File: src/rtl/fetch_stage.sv
// -----------------------------------------------------------------------------
// fetch_stage
//
// Instruction-fetch stage. Owns the program counter, presents it to the
// instruction memory as a byte address, and captures the combinationally
// returned instruction together with its PC into the IF/ID pipeline register.
// Handles stall, flush, and branch/jump redirects.
//
// Optional feature macro: FETCH_ALIGN_CHECK_EN
//   defined   : misaligned redirect targets are refused, the PC holds, and a
//               sticky align_fault output is raised that also blocks captures.
//   undefined : redirect targets are loaded with bits[1:0] cleared.
//
// Ports
//   clk            in   1   rising-edge clock
//   rst            in   1   synchronous active-high reset
//   stall          in   1   hold PC and IF/ID
//   flush          in   1   squash the instruction being captured into IF/ID
//   branch_taken   in   1   redirect PC to branch_target
//   branch_target  in  32   branch destination byte address
//   jump           in   1   redirect PC to jump_target (beats branch)
//   jump_target    in  32   jump destination byte address
//   imem_pc        out 32   byte address to instruction memory (from PC reg)
//   imem_instr     in  32   instruction returned combinationally for imem_pc
//   ifid_instr     out 32   registered instruction for decode
//   ifid_pc        out 32   registered PC of ifid_instr
//   ifid_pc_plus4  out 32   registered ifid_pc + 4
//   ifid_valid     out  1   ifid_instr is a real instruction
//   fetch_count    out 32   number of valid captures into IF/ID (wraps)
//   align_fault    out  1   (FETCH_ALIGN_CHECK_EN only) sticky misalign fault
// -----------------------------------------------------------------------------
module fetch_stage #(
  parameter logic [31:0] RESET_PC  = 32'h0000_0000,
  parameter logic [31:0] NOP_INSTR = 32'h0000_0000
) (
  input  logic        clk,
  input  logic        rst,
  input  logic        stall,
  input  logic        flush,
  input  logic        branch_taken,
  input  logic [31:0] branch_target,
  input  logic        jump,
  input  logic [31:0] jump_target,
  output logic [31:0] imem_pc,
  input  logic [31:0] imem_instr,
  output logic [31:0] ifid_instr,
  output logic [31:0] ifid_pc,
  output logic [31:0] ifid_pc_plus4,
  output logic        ifid_valid,
  output logic [31:0] fetch_count
`ifdef FETCH_ALIGN_CHECK_EN
  ,
  output logic        align_fault
`endif
);

  logic [31:0] pc_q, pc_d;
  logic [31:0] ifid_instr_q, ifid_instr_d;
  logic [31:0] ifid_pc_q, ifid_pc_d;
  logic [31:0] ifid_pc_plus4_q, ifid_pc_plus4_d;
  logic        ifid_valid_q, ifid_valid_d;
  logic [31:0] fetch_count_q, fetch_count_d;

  logic        redirect_s;
  logic [31:0] redirect_tgt_s;
  logic [31:0] pc_plus4_s;
  logic        capture_ok_s;

`ifdef FETCH_ALIGN_CHECK_EN
  logic        align_fault_q, align_fault_d;
  logic        misaligned_s;
`endif

  // Next-state logic for the PC and the IF/ID register.
  always_comb begin
    redirect_s = jump | branch_taken;
    // Jump has priority over branch when both are asserted.
    if (jump) begin
      redirect_tgt_s = jump_target;
    end else begin
      redirect_tgt_s = branch_target;
    end
    pc_plus4_s = pc_q + 32'd4;
    pc_d       = pc_q;

`ifdef FETCH_ALIGN_CHECK_EN
    align_fault_d = align_fault_q;
    misaligned_s  = redirect_s && (redirect_tgt_s[1:0] != 2'b00);
    // Once faulted, fetch is frozen until reset.
    if (align_fault_q) begin
      pc_d = pc_q;
    end else if (misaligned_s) begin
      pc_d          = pc_q;
      align_fault_d = 1'b1;
    end else if (redirect_s) begin
      pc_d = redirect_tgt_s;
    end else if (stall) begin
      pc_d = pc_q;
    end else begin
      pc_d = pc_plus4_s;
    end
    capture_ok_s = ~align_fault_q;
`else
    // Redirects override stall so they are never lost.
    if (redirect_s) begin
      pc_d = redirect_tgt_s & 32'hFFFF_FFFC;
    end else if (stall) begin
      pc_d = pc_q;
    end else begin
      pc_d = pc_plus4_s;
    end
    capture_ok_s = 1'b1;
`endif

    ifid_instr_d    = ifid_instr_q;
    ifid_pc_d       = ifid_pc_q;
    ifid_pc_plus4_d = ifid_pc_plus4_q;
    ifid_valid_d    = ifid_valid_q;
    fetch_count_d   = fetch_count_q;

    // Flush wins over stall; PC fields are kept so decode still sees context.
    if (flush) begin
      ifid_valid_d = 1'b0;
      ifid_instr_d = NOP_INSTR;
    end else if (stall) begin
      ifid_valid_d = ifid_valid_q;
    end else if (capture_ok_s) begin
      ifid_instr_d    = imem_instr;
      ifid_pc_d       = pc_q;
      ifid_pc_plus4_d = pc_plus4_s;
      ifid_valid_d    = 1'b1;
      fetch_count_d   = fetch_count_q + 32'd1;
    end else begin
      ifid_valid_d = 1'b0;
      ifid_instr_d = NOP_INSTR;
    end
  end

  // State registers with synchronous reset.
  always_ff @(posedge clk) begin
    if (rst) begin
      pc_q            <= RESET_PC;
      ifid_instr_q    <= NOP_INSTR;
      ifid_pc_q       <= 32'h0000_0000;
      ifid_pc_plus4_q <= 32'h0000_0000;
      ifid_valid_q    <= 1'b0;
      fetch_count_q   <= 32'h0000_0000;
`ifdef FETCH_ALIGN_CHECK_EN
      align_fault_q   <= 1'b0;
`endif
    end else begin
      pc_q            <= pc_d;
      ifid_instr_q    <= ifid_instr_d;
      ifid_pc_q       <= ifid_pc_d;
      ifid_pc_plus4_q <= ifid_pc_plus4_d;
      ifid_valid_q    <= ifid_valid_d;
      fetch_count_q   <= fetch_count_d;
`ifdef FETCH_ALIGN_CHECK_EN
      align_fault_q   <= align_fault_d;
`endif
    end
  end

  assign imem_pc       = pc_q;
  assign ifid_instr    = ifid_instr_q;
  assign ifid_pc       = ifid_pc_q;
  assign ifid_pc_plus4 = ifid_pc_plus4_q;
  assign ifid_valid    = ifid_valid_q;
  assign fetch_count   = fetch_count_q;
`ifdef FETCH_ALIGN_CHECK_EN
  assign align_fault   = align_fault_q;
`endif

endmodule
File: config.mk
export PLATFORM = sky130hd
export DESIGN_NAME = fetch_stage
export DESIGN_NICKNAME = d
export VERILOG_FILES = /design/src/rtl/fetch_stage.sv
export SDC_FILE = /design/constraint.sdc
export NUM_CORES = 1
export LEC_CHECK = 0
export BUFFER_PORTS_ARGS = -buffer_cell sky130_fd_sc_hd__buf_2
export CAP_MARGIN = 10
export CORE_MARGIN = 5
export CORE_UTILIZATION = 54
export CTS_CLUSTER_SIZE = 12
export DETAILED_ROUTE_END_ITERATION = 10
export HOLD_SLACK_MARGIN = 0.03
export PLACE_DENSITY = 0.85
export SYNTH_ARGS = -nofsm -noshare
export SYNTH_HDL_FRONTEND = slang
export SYNTH_SLANG_ARGS = --single-unit
export TNS_END_PERCENT = 1
File: constraint.sdc
create_clock -name clk -period 4 [get_ports clk]
set_input_delay 0.8 -clock clk [delete_from_list [all_inputs] [get_ports clk]]
set_output_delay 0.8 -clock clk [all_outputs]
set_load 0.03 [all_outputs]
Yosys cells after proc, flatten, opt, wreduce, memory -nomap -nowiden
Index checks and enable logic that the tools add are counted.
{"block": "classes", "n_addsub": 2, "n_eq_ne": 1, "muxes": 3, "bitwise": 3, "reduce_logical": 3}
{"cell": "32-bit two-way mux", "n": 3}
{"cell": "32-bit by 1-bit adder with 32-bit output (second input constant)", "n": 1}
{"cell": "32-bit by 3-bit adder with 32-bit output (second input constant)", "n": 1}
{"cell": "2-bit OR reduction", "n": 2}
{"cell": "2-bit by 1-bit != test with 1-bit output (second input constant)", "n": 1}
{"cell": "1-bit NOT", "n": 2}
{"cell": "2-bit AND reduction", "n": 1}
{"cell": "1-bit OR", "n": 1}
{"block": "totals", "reg_bits": 161, "inputBits": 102, "output_inout_bits": 161, "word_cells": 19}

Longest topological paths before layout
{"block": "logic_depth", "ltp_word": 3, "ltp_mapped": 8, "ltp_nobuf": 6}

Worst setup path after synthesis
No wires, ideal clock.
{"block": "synth_timing", "kind": "input to register", "startpoint": "input branch_taken", "endpoint": "register pc_q[31] (netlist: imem_pc[31])", "setup_time_ns": 0.101, "arrival_time_ns": 2.057, "required_ns": 3.899, "path_slack_ns": 1.842, "stages": 6, "path_buffers": 2, "path_cell_list": "clkbuf_1 > or2_2 > clkbuf_1 > or4_1 > o211a_1 > o41ai_1"}
{"block": "synth_between", "elab_chain_len": 2, "word_cells_on_any_way": 3, "cone_classes": "eq/ne (1); mux (1); bitwise (1)"}
{"element": "start, declared", "line": "40", "source": "input logic branch_taken,"}
{"element": "1-bit OR (*)", "line": "76", "source": "redirect_s = jump | branch_taken;"}
{"element": "2-bit by 1-bit != test with 1-bit output (no source line) or 32-bit two-way mux (tied branches)"}
{"element": "end signal, assigned", "line": "152", "source": "pc_q <= pc_d;"}
{"element": "end, declared", "line": "57", "source": "logic [31:0] pc_q, pc_d;"}
Mark *: on every way between the ends. The rest lies on a longest branch, timed or not.
A chain may end at the register's enable or synchronous reset.

Worst setup path in the final report
{"block": "layout_timing", "startpoint": "register pc_q[4] (netlist: imem_pc[4])", "endpoint": "register pc_q[23] (netlist: imem_pc[23])"}
{"block": "layout_between", "elab_chain_len": 3}
{"element": "32-bit by 3-bit adder with 32-bit output", "line": "83", "source": "pc_plus4_s = pc_q + 32'd4;"}
{"element": "32-bit two-way mux", "line": "107", "source": "end else if (stall) begin"}
{"element": "32-bit two-way mux", "line": "105", "source": "if (redirect_s) begin"}
Every way passes these cells. The select of a mux whose other input is x is not followed.

==> impl_metrics.env <==
export IMPL_die_width_um=126.2
export IMPL_routed_wl_mm=22.55
export IMPL_setup_slack_of_the_worst_register_to_register_path_ns=1.37
export IMPL_ys_types=61
export IMPL_holdCritStartpoint="ifid_valid"
export IMPL_min_path_type="register to register"
export IMPL_setup_violations_final=0
export IMPL_worstSkewPairLatency_ns=0.42
export IMPL_ctsHoldBuffers=0
export IMPL_core_area_um2=13240
export IMPL_worst_ep_required_time_ns=4.32
export IMPL_max_freq_mhz=380.3
export IMPL_grt_setup_unrepaired="no"
export IMPL_r2r_end="imem_pc[23]"
export IMPL_final_hold_vios=0
export IMPL_cts_clk_slew_worst_paths_ns=0.06
export IMPL_crit_fanout=13
export IMPL_full_die_area_um2=15930
export IMPL_irDropWorstVdd_uv=270.8
export IMPL_final_max_slew_violation_count=0
export IMPL_synthesis_area_um2=7291
export IMPL_synth_yosys_seq_area_share_pct=42.56
export IMPL_post_cts_setup_buffers=0
export IMPL_syn2layout_area_growth_pct=25.57
export IMPL_endpoint_type_of_the_worst_setup_path="register"
export IMPL_setup_worst_path_class="register to register"
export IMPL_detailedRoute_firstIterationViolations=798
export IMPL_cts_root_to_sink_buffers=2
export IMPL_min_to="ifid_valid"
export IMPL_synthCells=901
export IMPL_via_count=7404
export IMPL_placed_standard_cell_area_um2=8497
export IMPL_clockRootBuffer="clkbuf_16"
export IMPL_vias_per_cell=5.726
export IMPL_drc=0
export IMPL_grt_start_max_net_pins=88
export IMPL_yosys_register_bits=155
export IMPL_synth_warning_count=0
export IMPL_clock_skew_ns=0.008725
export IMPL_gp_routability_congestion=0.9227
export IMPL_drtAntennaViolNets=0
export IMPL_drive_above_1_share_pct=27.42
export IMPL_cellLeakagePower_nw=4.102
export IMPL_route_detailed_wl_per_inst_um=17.44
export IMPL_initial_utilization_pct=55.05
export IMPL_number_of_global_route_vias_before_repair=6899
export IMPL_drt_pass_1_iters=6
export IMPL_rr_startpoint="imem_pc[4]"
export IMPL_groute_usage_overall_pct=27.36
export IMPL_status="finished, final reports clean"
export IMPL_die_y_um=126.2
export IMPL_startpoint_type="register"
export IMPL_port_buffer_count=252
export IMPL_finalWorstPathRequiredPeriod_ns=2.630
export IMPL_stdcell_area_um2=9155
export IMPL_grt_antenna_before_repair=1
export IMPL_fp_row_count=42
export IMPL_reg2reg_depth=5
export IMPL_synth_edf_count=0
export IMPL_detailedPlacementHpwl_mm=16.10
export IMPL_final_period_utilization_pct=65.74
export IMPL_cts_htree_levels=4
export IMPL_postSynth_topFlopCell="dfxtp_1"
export IMPL_grt_overflow_total=0
export IMPL_number_of_cells_traversed_by_the_worst_hold_path=2
export IMPL_grt_pass1_wl_mm=35.61
export IMPL_final_nets=1207
export IMPL_cts_resized=0
export IMPL_post_synth_cell_area_avg_um2=8.092
export IMPL_tritoncts_num_buffers=17
export IMPL_cts_tree="yes"
export IMPL_cts_num_sinks=155
export IMPL_totalNegativeSetupSlack_ns=0
export IMPL_worst_slew_pin_slew_ns=1.033
export IMPL_critPathArrivalTime_ns=2.95
export IMPL_timing_max_cap_violations=0
export IMPL_max_slew_margin_pct=30.85
export IMPL_top_level_ports=263
export IMPL_synth_async_sr_flop_share_pct=0
export IMPL_powerDensity_nw_per_um2=435.1
[how the worst max path moves through the flow]
stage / start / end / slack, ns
floorplan: branch_taken / imem_pc[31] / 1.84
finish: imem_pc[4] / imem_pc[23] / 1.37
CTS: imem_pc[4] / imem_pc[23] / 1.41
detailed placement: branch_taken / imem_pc[18] / 1.17
global route: imem_pc[4] / imem_pc[23] / 1.24
global placement: branch_taken / imem_pc[20] / 1.21
[through the flow]
| step | instances | hold slack (ns) | utilization [%] | setup slack (ns) | total power [mW] |
|---|---|---|---|---|---|
| 3_3_place_gp | 1260 | 0.4295 | 64.16 | 1.214 | 2.218 |
| 2_1_floorplan | 906 | 0.5708 | - | 1.842 | 2.054 |
| 5_1_grt | 1293 | 0.4733 | 69.13 | 1.241 | 4.114 |
| 3_5_place_dp | 1260 | 0.4395 | 64.16 | 1.169 | 2.228 |
| 6_report | 1293 | 0.4450 | 69.13 | 1.370 | 3.984 |
| 4_1_cts | 1292 | 0.4488 | 69.11 | 1.411 | 4.001 |
[state kept, by name, indices dropped and copies added, names as in the netlist]
name	flops
fetch_count	32
ifid_instr	32
ifid_pc	30
ifid_pc_plus4	30
ifid_valid	1
imem_pc	30
[worst max-delay path, stage by stage, from the launching register on]
cell and delay [ns]:
dfxtp_1 0.54, nand3_1 0.54, nor3_2 0.71, and4b_1 0.32
o21ai_1 0.08, a221oi_1 0.33
[cells in the mapped netlist (2+ instances only)]
cell        n  area (µm²)
nand2_1   112       420.4
inv_1      18       67.56
and3_1     11       68.82
and4_1      8       70.07
dfxtp_1   155        3103
nor3_1     11       55.05
o21ai_0    44       220.2
a31o_2      2       17.52
a311oi_1    2       17.52
o211ai_1    3       22.52
nand2b_1    3       18.77
a221oi_1    3       26.28
ha_1        2       25.02
clkbuf_1   49       183.9
o31ai_1     2       15.01
or2_2       3       18.77
a21oi_1    93       465.5
buf_2      12       60.06
a31oi_1     2       12.51
xnor2_1    20       175.2
nor4_1      9       56.30
buf_4       7       52.55
nand3_1    19       95.09
buf_1      10       37.54
or3_1       6       37.54
a211oi_1   23       172.7
mux2i_1    40       400.4
o22ai_1     5       31.28
a22oi_1     8       60.06
nand4_1    31       193.9
o211a_1     3       30.03
and2_1      5       31.28
xor2_1     29       254.0
nor2_1    111       416.7
nor2b_1     4       25.02
nand4b_1    2       17.52
nand3b_1    4       30.03
o221a_2     2       22.52
nor3_2      3       30.03
o21a_1      4       30.03
[power breakdown]
part           internal (mW)  total (mW)  switching [mW]
Combinational          0.173       0.516           0.343
Sequential              1.61        1.68          0.0787
Clock                   1.13        1.78           0.656
[metal layers]
metal | global-route usage [%] | vias up | routed length (µm)
li1 | - | 3547 | -
met1 | 34.18 | 3425 | 9043
met2 | 44.16 | 379 | 10550
met3 | 7.578 | 53 | 2108
met4 | 12.24 | 0 | 840
met5 | 0 | - | 0
[final cells by class]
type                    instances  area (µm²)
inverters                      18       67.56
flip-flops and latches        155        3103
clock inverters                14       216.5
fillers                      1090        4088
clock buffers                  18       439.2
repair buffers                257        1301
well taps                     176       220.2
diodes                          1       2.502
multi-input cells             654        3805
[placed cells by master, fill, tap and decap left out, types with 4 or more instances in the layout]
cell type  netlist  final
xnor2_1         20     20
a21oi_1         93     93
nand4_1         31     31
clkbuf_16        0     17
buf_4            7      6
nand3b_1         4      4
conb_1           1      6
nor4_1           9      9
a211oi_1        23     23
o21ai_0         44     44
dfxtp_1        155    155
nor2_1         111    111
and2_1           5      5
mux2i_1         40     40
nand3_1         19     19
o21a_1           4      4
buf_2           12    251
nand2_1        112    112
xor2_1          29     29
and4_1           8      8
and3_1          11     11
nor3_1          11     11
nor2b_1          4      4
a22oi_1          8      8
o22ai_1          5      5
inv_1           18     18
bufinv_16        0      5
or3_1            6      6
[kinds of logic (layout without fill, tap and decap cells)]
| group | count (synthesis) | count (layout) | share of synthesized area, % |
|---|---|---|---|
| AOI/OAI and AO/OA | 205 | 205 | 16.72 |
| DFF | 155 | 155 | 42.56 |
| xor gates and xnor gates | 49 | 49 | 5.886 |
| adders and majority gates | 2 | 2 | 0.3432 |
| muxes | 40 | 40 | 5.492 |
| other | 1 | 7 | 0.05144 |
| buffers and inverters | 97 | 307 | 5.577 |
| and+or+nand+nor | 352 | 352 | 23.37 |
(Power assumes the default switching activity.)
